### src/rtl/scontrol_top.sv
// Power-stage controller: decodes strobed 3-bit commands into H-bridge gate patterns,
// runs the precharge/start sequence and latches fault indications.
module scontrol_top #(
   parameter int unsigned FREQ = 50_000_000
) (
   input  logic clk,
   input  logic rst,
   input  logic I_CLK,
   input  logic I_C0,
   input  logic I_C1,
   input  logic I_C2,
   input  logic I_BT,
   input  logic I_ERR_DR_1,
   input  logic I_ERR_DR_2,
   input  logic I_ERR_DR_3,
   input  logic I_ERR_DR_4,
   input  logic I_ERR_I,
   input  logic I_ERR_U,
   input  logic I_STOP_K,
   output logic O_TOP_1,
   output logic O_TOP_2,
   output logic O_TOP_3,
   output logic O_TOP_4,
   output logic O_BOT_1,
   output logic O_BOT_2,
   output logic O_BOT_3,
   output logic O_BOT_4,
   output logic O_PLUS,
   output logic O_MINUS,
   output logic O_PAUSE_P,
   output logic O_PAUSE_N,
   output logic O_FAN,
   output logic O_CHARGE,
   output logic O_ST,
   output logic O_CH,
   output logic O_START,
   output logic O_BREAK,
   output logic O_ERBD1,
   output logic O_ERBD2,
   output logic O_ERBD3,
   output logic O_ERBD4,
   output logic O_AVI,
   output logic O_AVV,
   output logic O_STOP,
   output logic O_TD,
   output logic led_ready,
   output logic led_done
);

   localparam int unsigned TW = $clog2(16 * FREQ);
   localparam logic [TW-1:0] T_ST  = TW'(15 * FREQ - 1);
   localparam logic [TW-1:0] T_RDY = TW'(15 * FREQ + FREQ / 2 - 1);

   typedef enum logic [1:0] {S_IDLE, S_PRECH, S_READY, S_FAULT} state_t;
   typedef enum logic [2:0] {M_OFF = 3'd0, M_PLUS = 3'd1, M_MINUS = 3'd2,
                             M_BALP = 3'd3, M_BALN = 3'd4} mode_t;
   typedef enum logic [2:0] {A_IDLE, A_7, A_70, A_707, A_7070} arm_t;

   logic [1:0]    strb_sync;
   logic          strb_prev;
   logic [2:0]    cmd_s1, cmd_s2;
   logic [6:0]    flt_s1, flt_s2;
   logic          bt_s1, bt_s2;

   logic          strobe;
   logic [2:0]    cmd;
   logic [6:0]    fault_act;
   logic          fault_in;
   logic [6:0]    flags_q;

   state_t        state, nxt_state;
   mode_t         mode, nxt_mode;
   arm_t          arm, nxt_arm;
   logic [TW-1:0] timer, nxt_timer;
   logic          nxt_fan, nxt_charge, nxt_st, nxt_ch, nxt_start, nxt_brk, nxt_td;
   logic [6:0]    nxt_flags;
   logic          do_shut;

   function automatic logic [3:0] top_of(input mode_t m);
      case (m)
         M_PLUS:  return 4'b0001;
         M_MINUS: return 4'b0010;
         M_BALP:  return 4'b0100;
         M_BALN:  return 4'b1000;
         default: return 4'b0000;
      endcase
   endfunction

   function automatic logic [3:0] bot_of(input mode_t m);
      case (m)
         M_PLUS:  return 4'b0010;
         M_MINUS: return 4'b0001;
         M_BALP:  return 4'b1000;
         M_BALN:  return 4'b0100;
         default: return 4'b0000;
      endcase
   endfunction

   // Active-low fault inputs reset to their inactive level so reset never latches a fault.
   always_ff @(posedge clk or negedge rst) begin
      if (!rst) begin
         strb_sync <= '0;
         strb_prev <= 1'b0;
         cmd_s1    <= '0;
         cmd_s2    <= '0;
         flt_s1    <= '1;
         flt_s2    <= '1;
         bt_s1     <= 1'b0;
         bt_s2     <= 1'b0;
      end else begin
         strb_sync <= {strb_sync[0], I_CLK};
         strb_prev <= strb_sync[1];
         cmd_s1    <= {I_C2, I_C1, I_C0};
         cmd_s2    <= cmd_s1;
         flt_s1    <= {I_STOP_K, I_ERR_U, I_ERR_I, I_ERR_DR_4, I_ERR_DR_3, I_ERR_DR_2, I_ERR_DR_1};
         flt_s2    <= flt_s1;
         bt_s1     <= I_BT;
         bt_s2     <= bt_s1;
      end
   end

   assign strobe    = strb_sync[1] & ~strb_prev;
   assign cmd       = cmd_s2;
   assign fault_act = ~flt_s2;
   assign fault_in  = |fault_act;
   assign flags_q   = {O_STOP, O_AVV, O_AVI, O_ERBD4, O_ERBD3, O_ERBD2, O_ERBD1};

   always_comb begin
      nxt_state  = state;
      nxt_mode   = mode;
      nxt_arm    = arm;
      nxt_timer  = timer;
      nxt_fan    = O_FAN;
      nxt_charge = O_CHARGE;
      nxt_st     = O_ST;
      nxt_ch     = O_CH;
      nxt_start  = O_START;
      nxt_brk    = O_BREAK;
      nxt_td     = O_TD ^ strobe;
      do_shut    = 1'b0;
      nxt_flags  = flags_q | fault_act;
      if (strobe && cmd == 3'd6)
         nxt_flags = fault_act;

      if (state == S_PRECH) begin
         nxt_timer = timer + 1'b1;
         if (timer == T_ST)
            nxt_st = 1'b1;
         if (timer == T_RDY) begin
            nxt_state  = S_READY;
            nxt_charge = 1'b0;
            nxt_ch     = 1'b1;
            nxt_start  = 1'b0;
         end
      end

      if (strobe) begin
         // Overlapping matcher for the 7,0,7,0 arm prefix
         case (arm)
            A_IDLE:  nxt_arm = (cmd == 3'd7) ? A_7 : A_IDLE;
            A_7:     nxt_arm = (cmd == 3'd0) ? A_70 : (cmd == 3'd7) ? A_7 : A_IDLE;
            A_70:    nxt_arm = (cmd == 3'd7) ? A_707 : A_IDLE;
            A_707:   nxt_arm = (cmd == 3'd0) ? A_7070 : (cmd == 3'd7) ? A_7 : A_IDLE;
            A_7070:  nxt_arm = (cmd == 3'd7) ? A_707 : A_IDLE;
            default: nxt_arm = A_IDLE;
         endcase

         if (state == S_FAULT) begin
            nxt_arm = A_IDLE;
            if (cmd == 3'd6)
               do_shut = 1'b1;
         end else if (arm == A_7070 && (cmd == 3'd1 || cmd == 3'd3)) begin
            nxt_brk  = 1'b1;
            nxt_mode = (cmd == 3'd3) ? M_BALP : M_OFF;
         end else begin
            case (cmd)
               3'd0: nxt_mode = M_OFF;
               3'd1, 3'd2, 3'd3, 3'd4:
                  nxt_mode = (state == S_READY && !bt_s2) ? mode_t'(cmd) : M_OFF;
               3'd5: begin
                  if (state == S_IDLE) begin
                     nxt_state  = S_PRECH;
                     nxt_timer  = '0;
                     nxt_fan    = 1'b1;
                     nxt_charge = 1'b1;
                     nxt_start  = 1'b1;
                     nxt_st     = 1'b0;
                     nxt_mode   = M_OFF;
                  end
               end
               3'd6: do_shut = 1'b1;
               default: ;
            endcase
         end
      end

      if (do_shut) begin
         nxt_state  = S_IDLE;
         nxt_mode   = M_OFF;
         nxt_timer  = '0;
         nxt_fan    = 1'b0;
         nxt_charge = 1'b0;
         nxt_st     = 1'b0;
         nxt_ch     = 1'b0;
         nxt_start  = 1'b0;
         nxt_brk    = 1'b0;
      end

      // A live fault overrides any command decoded in the same cycle
      if (fault_in) begin
         nxt_state  = S_FAULT;
         nxt_mode   = M_OFF;
         nxt_timer  = '0;
         nxt_charge = 1'b0;
         nxt_st     = 1'b0;
         nxt_start  = 1'b0;
      end
      if (bt_s2)
         nxt_mode = M_OFF;
   end

   always_ff @(posedge clk or negedge rst) begin
      if (!rst) begin
         state     <= S_IDLE;
         mode      <= M_OFF;
         arm       <= A_IDLE;
         timer     <= '0;
         {O_TOP_4, O_TOP_3, O_TOP_2, O_TOP_1} <= '0;
         {O_BOT_4, O_BOT_3, O_BOT_2, O_BOT_1} <= '0;
         O_PLUS    <= 1'b0;
         O_MINUS   <= 1'b0;
         O_PAUSE_P <= 1'b0;
         O_PAUSE_N <= 1'b0;
         O_FAN     <= 1'b0;
         O_CHARGE  <= 1'b0;
         O_ST      <= 1'b0;
         O_CH      <= 1'b0;
         O_START   <= 1'b0;
         O_BREAK   <= 1'b0;
         {O_STOP, O_AVV, O_AVI, O_ERBD4, O_ERBD3, O_ERBD2, O_ERBD1} <= '0;
         O_TD      <= 1'b0;
         led_ready <= 1'b0;
         led_done  <= 1'b0;
      end else begin
         state     <= nxt_state;
         mode      <= nxt_mode;
         arm       <= nxt_arm;
         timer     <= nxt_timer;
         {O_TOP_4, O_TOP_3, O_TOP_2, O_TOP_1} <= top_of(nxt_mode);
         {O_BOT_4, O_BOT_3, O_BOT_2, O_BOT_1} <= bot_of(nxt_mode);
         O_PLUS    <= (nxt_mode == M_PLUS);
         O_MINUS   <= (nxt_mode == M_MINUS);
         O_PAUSE_P <= (nxt_mode == M_BALP);
         O_PAUSE_N <= (nxt_mode == M_BALN);
         O_FAN     <= nxt_fan;
         O_CHARGE  <= nxt_charge;
         O_ST      <= nxt_st;
         O_CH      <= nxt_ch;
         O_START   <= nxt_start;
         O_BREAK   <= nxt_brk;
         {O_STOP, O_AVV, O_AVI, O_ERBD4, O_ERBD3, O_ERBD2, O_ERBD1} <= nxt_flags;
         O_TD      <= nxt_td;
         led_ready <= nxt_st & ~(|nxt_flags);
         led_done  <= nxt_brk;
      end
   end

endmodule

### config.mk
export PLATFORM = sky130hd
export DESIGN_NAME = scontrol_top
export DESIGN_NICKNAME = d
export VERILOG_FILES = /design/src/rtl/scontrol_top.sv
export SDC_FILE = /design/constraint.sdc
export NUM_CORES = 1
export LEC_CHECK = 0
export ABC_AREA = 0
export BUFFER_PORTS_ARGS = -buffer_cell sky130_fd_sc_hd__buf_2
export CAP_MARGIN = 30
export CORE_MARGIN = 2
export CORE_UTILIZATION = 28
export CTS_CLUSTER_SIZE = 40
export DETAILED_ROUTE_END_ITERATION = 8
export GPL_TIMING_DRIVEN = 0
export PLACE_DENSITY = 0.43
export REMOVE_ABC_BUFFERS = 1
export SLEW_MARGIN = 30
export SYNTH_ARGS = -nofsm -noshare
export SYNTH_HDL_FRONTEND = slang
export SYNTH_SLANG_ARGS = --single-unit
export TNS_END_PERCENT = 20
### constraint.sdc
create_clock -name clk -period 2.4 [get_ports clk]
set_clock_uncertainty 0.1 [all_clocks]
set_input_delay 0.12 -clock clk [delete_from_list [all_inputs] [get_ports clk]]
set_output_delay 0.12 -clock clk [all_outputs]
set_load 0.02 [all_outputs]
==> flow_summary.json <==
{
  "drive_gt1_share_pct": 23.7,
  "grt_max_degree": 69,
  "die_w_um": 118,
  "p_switching_uw": 612,
  "fin_crit_sh_pct": 89.2,
  "dp.cells": 523,
  "reg2reg_depth": 6,
  "worstPathArrival_ps": 2250,
  "path_max_fanout": 5,
  "cap_viol_max_count": 0,
  "crit_buf_inv": 0,
  "ys_seq_area_share_pct": 57.8,
  "die_y_um": 118,
  "syn_inst": 325,
  "setup_tns_ps": 0,
  "firstDrtPassIters": 4,
  "antenna_found_initial": 0,
  "final_cell_mix": "70 x dfrtp_1, 45 x nor2_1, 40 x buf_2, 31 x nand2_1, 21 x xor2_1",
  "ant_nets": 0,
  "comb_power_share_pct": 3.7,
  "clockBufferDepth": 2,
  "p_leak_uw": 0.00186,
  "critical-path-max-stage-delay_ps": 650,
  "seq_power_share_pct": 49.7,
  "hold_violations": 0,
  "htree_levels": 3,
  "cts_buffers": 9,
  "critical_path.top_delay_family": "simple AND/OR/NAND/NOR gates",
  "drc": 0,
  "path_clk_slew_ps": 60,
  "dieArea_mm2": 0.0140,
  "hpwl_um": 5230,
  "drt-total-wl_um": 7630,
  "yosysWarnings": 0,
  "synth_area_mm2": 0.00367,
  "ys.flop_type": "dfrtp_1",
  "wl_per_cell_um": 13.8,
  "status": "finished clean",
  "ys_types": 51,
  "ir_worst_vdd_mv": 0.341,
  "fmax_ghz": 0.467,
  "grt_pass1_wl_um": 12800,
  "drt_iter0_drc": 137,
  "r2r-start": "timer[0]$_DFF_PN0_",
  "hold_slack_ps": 79.5,
  "relSlewSlack_pct": 48.5,
  "crit_type": "flop to flop",
  "hp-class": "primary input to async pin",
  "cp_cell_sequence": "ha_1, nand4b_1, nor3_1, nand3_1, xor2_1, nor2_1",
  "grt_pass1_vias": 2505,
  "routabilityCongestion": 0.773,
  "syn_area_per_cell_um2": 11.3,
  "cts_sinks": 84,
  "final_common_cell": "dfrtp_1",
  "dp_slack_ps": -103,
  "cp_slowest_cell": "nor3_1",
  "r2r_slack_ps": 260,
  "p_clk_share_pct": 46.6,
  "overflow": 0,
  "post_cts_buffers": 0,
  "rsz0062_at_grt": "no",
  "tightest_slew_ps": 767,
  "io-pin-count": 42,
  "syn_to_final_growth_pct": 21.1,
  "start_util_pct": 28.8,
  "cts_tree": "done",
  "ys_seq_elements": 84,
  "num_vias": 2515,
  "setup_slack_ps": 258,
  "swShare_pct": 20.5,
  "fin_total_pwr_uw": 2980,
  "instances_no_fill": 552,
  "p_int_uw": 2370,
  "grt_util_all_layers_pct": 11.5,
  "crit_path_start_kind": "flop",
  "root_buffer": "clkbuf_16",
  "reg2reg_to": "timer[10]$_DFF_PN0_",
  "slew_viol_final": 0,
  "antenna_cells": 0,
  "rows": 41,
  "avgViaCountPerCell": 4.56,
  "synthArstFlopShare_pct": 100,
  "port_buffers": 41,
  "synth_edf_count": 0,
  "final.min_clock_period_ps": 2140,
  "nNetsFinal": 390,
  "clk_latency_ps": 330,
  "p_per_area_mw_per_mm2": 671,
  "num-fill-cells": 1324,
  "cp-end-kind": "flop",
  "required_ps": 2510,
  "coreArea_mm2": 0.0127,
  "final-setup-viol-count": 0
}
[state kept, by name, indices dropped and copies added, names as in the netlist, 2 cells and up]
register	count
mode	3
cmd_s1	3
timer	30
state	2
strb_sync	2
cmd	3
arm	3
flt_s1	7
flt_s2	7
[layout make-up]
class / instances / area, um^2 / area share (%)
clock buffer: 14 / 264 / 5.95
clock inverter: 2 / 35.0 / 0.789
inverter: 4 / 15.0 / 0.338
multi-input combinational: 221 / 1420 / 32.0
sequential: 84 / 2120 / 47.7
tap: 172 / 215 / 4.85
timing repair buffer: 55 / 369 / 8.31
[routing by layer]
metal / share of wire (%) / routed length (um) / track usage (%) / vias up
li1: - / - / - / 1237
met1: 50 / 3780 / 16.3 / 1236
met2: 45 / 3440 / 16.5 / 34
met3: 3.9 / 297 / 3.23 / 8
met4: 1.5 / 112 / 4.84 / 0
met5: 0 / 0 / 0 / -
[power groups by stage]
stage	clock network, uW	logic (uW)	registers [uW]
after global placement	0	91.3	1510
after CTS	1440	116	1480
after detailed placement	0	99.7	1510
final	1390	111	1480
after floorplan	0	21.4	1520
after global routing	1500	124	1490
[cells in the mapped netlist (2+ instances only)]
library cell / instances / area share, %
buf_2: 4 / 0.55
nor3b_2: 3 / 1.0
dfrtp_1: 70 / 48
nand2_1: 31 / 3.2
nor3_1: 10 / 1.4
o21ai_0: 4 / 0.55
buf_4: 8 / 1.6
xor2_1: 21 / 5.0
or4_1: 2 / 0.41
nand2b_1: 3 / 0.51
a21oi_1: 9 / 1.2
and2_1: 3 / 0.51
and3_1: 4 / 0.68
nor4_1: 4 / 0.68
and4bb_1: 2 / 0.68
nand4b_1: 2 / 0.48
or2_1: 2 / 0.34
nor4_2: 4 / 1.4
and4_1: 7 / 1.7
inv_1: 4 / 0.41
nor4b_1: 3 / 0.72
a21oi_2: 2 / 0.48
dfstp_2: 14 / 10
nor2_1: 45 / 4.6
nand3_1: 10 / 1.4
nand4_1: 19 / 3.2
xnor2_1: 9 / 2.1
buf_6: 3 / 0.92
[per-stage QoR]
stage | util [%] | area, um^2
after floorplan | - | 3550
after global routing | 34.9 | 4440
final | 34.9 | 4440
after CTS | 34.9 | 4440
after detailed placement | 31.5 | 4000
after global placement | 31.2 | 3970
[how the worst max path moves through the flow]
stage                             startpoint                  end  slack [ps]  cells after the start
final                     timer[0]$_DFF_PN0_  timer[10]$_DFF_PN0_         260                      6
after global routing      timer[0]$_DFF_PN0_  timer[16]$_DFF_PN0_         110                      6
after CTS                   cmd[2]$_DFF_PN0_  led_ready$_DFF_PN0_         110                      5
after detailed placement    cmd[2]$_DFF_PN0_  led_ready$_DFF_PN0_        -100                      5
after global placement      cmd[2]$_DFF_PN0_  timer[10]$_DFF_PN0_        -430                      5
after floorplan             cmd[2]$_DFF_PN0_  led_ready$_DFF_PN0_         240                      5
[timing repair]
action	CTS	global route
hold endpoints to repair	82	0
setup endpoints to repair	32	1
hold buffers	13	0
gates resized for setup	1	1
[cell families (layout without fill, tap and decap cells)]
group | Yosys count | after routing | synth area share [%]
XOR/XNOR | 30 | 30 | 7.17
AND/OR/NAND/NOR | 165 | 165 | 26.4
buffers and inverters | 20 | 75 | 3.62
adder cells (fa/ha/maj) | 1 | 1 | 0.341
AO/OA/AOI/OAI | 24 | 24 | 4.40
flip-flops | 84 | 84 | 57.8
multiplexers | 1 | 1 | 0.273
No activity file was read; power rests on OpenSTA's default activity.
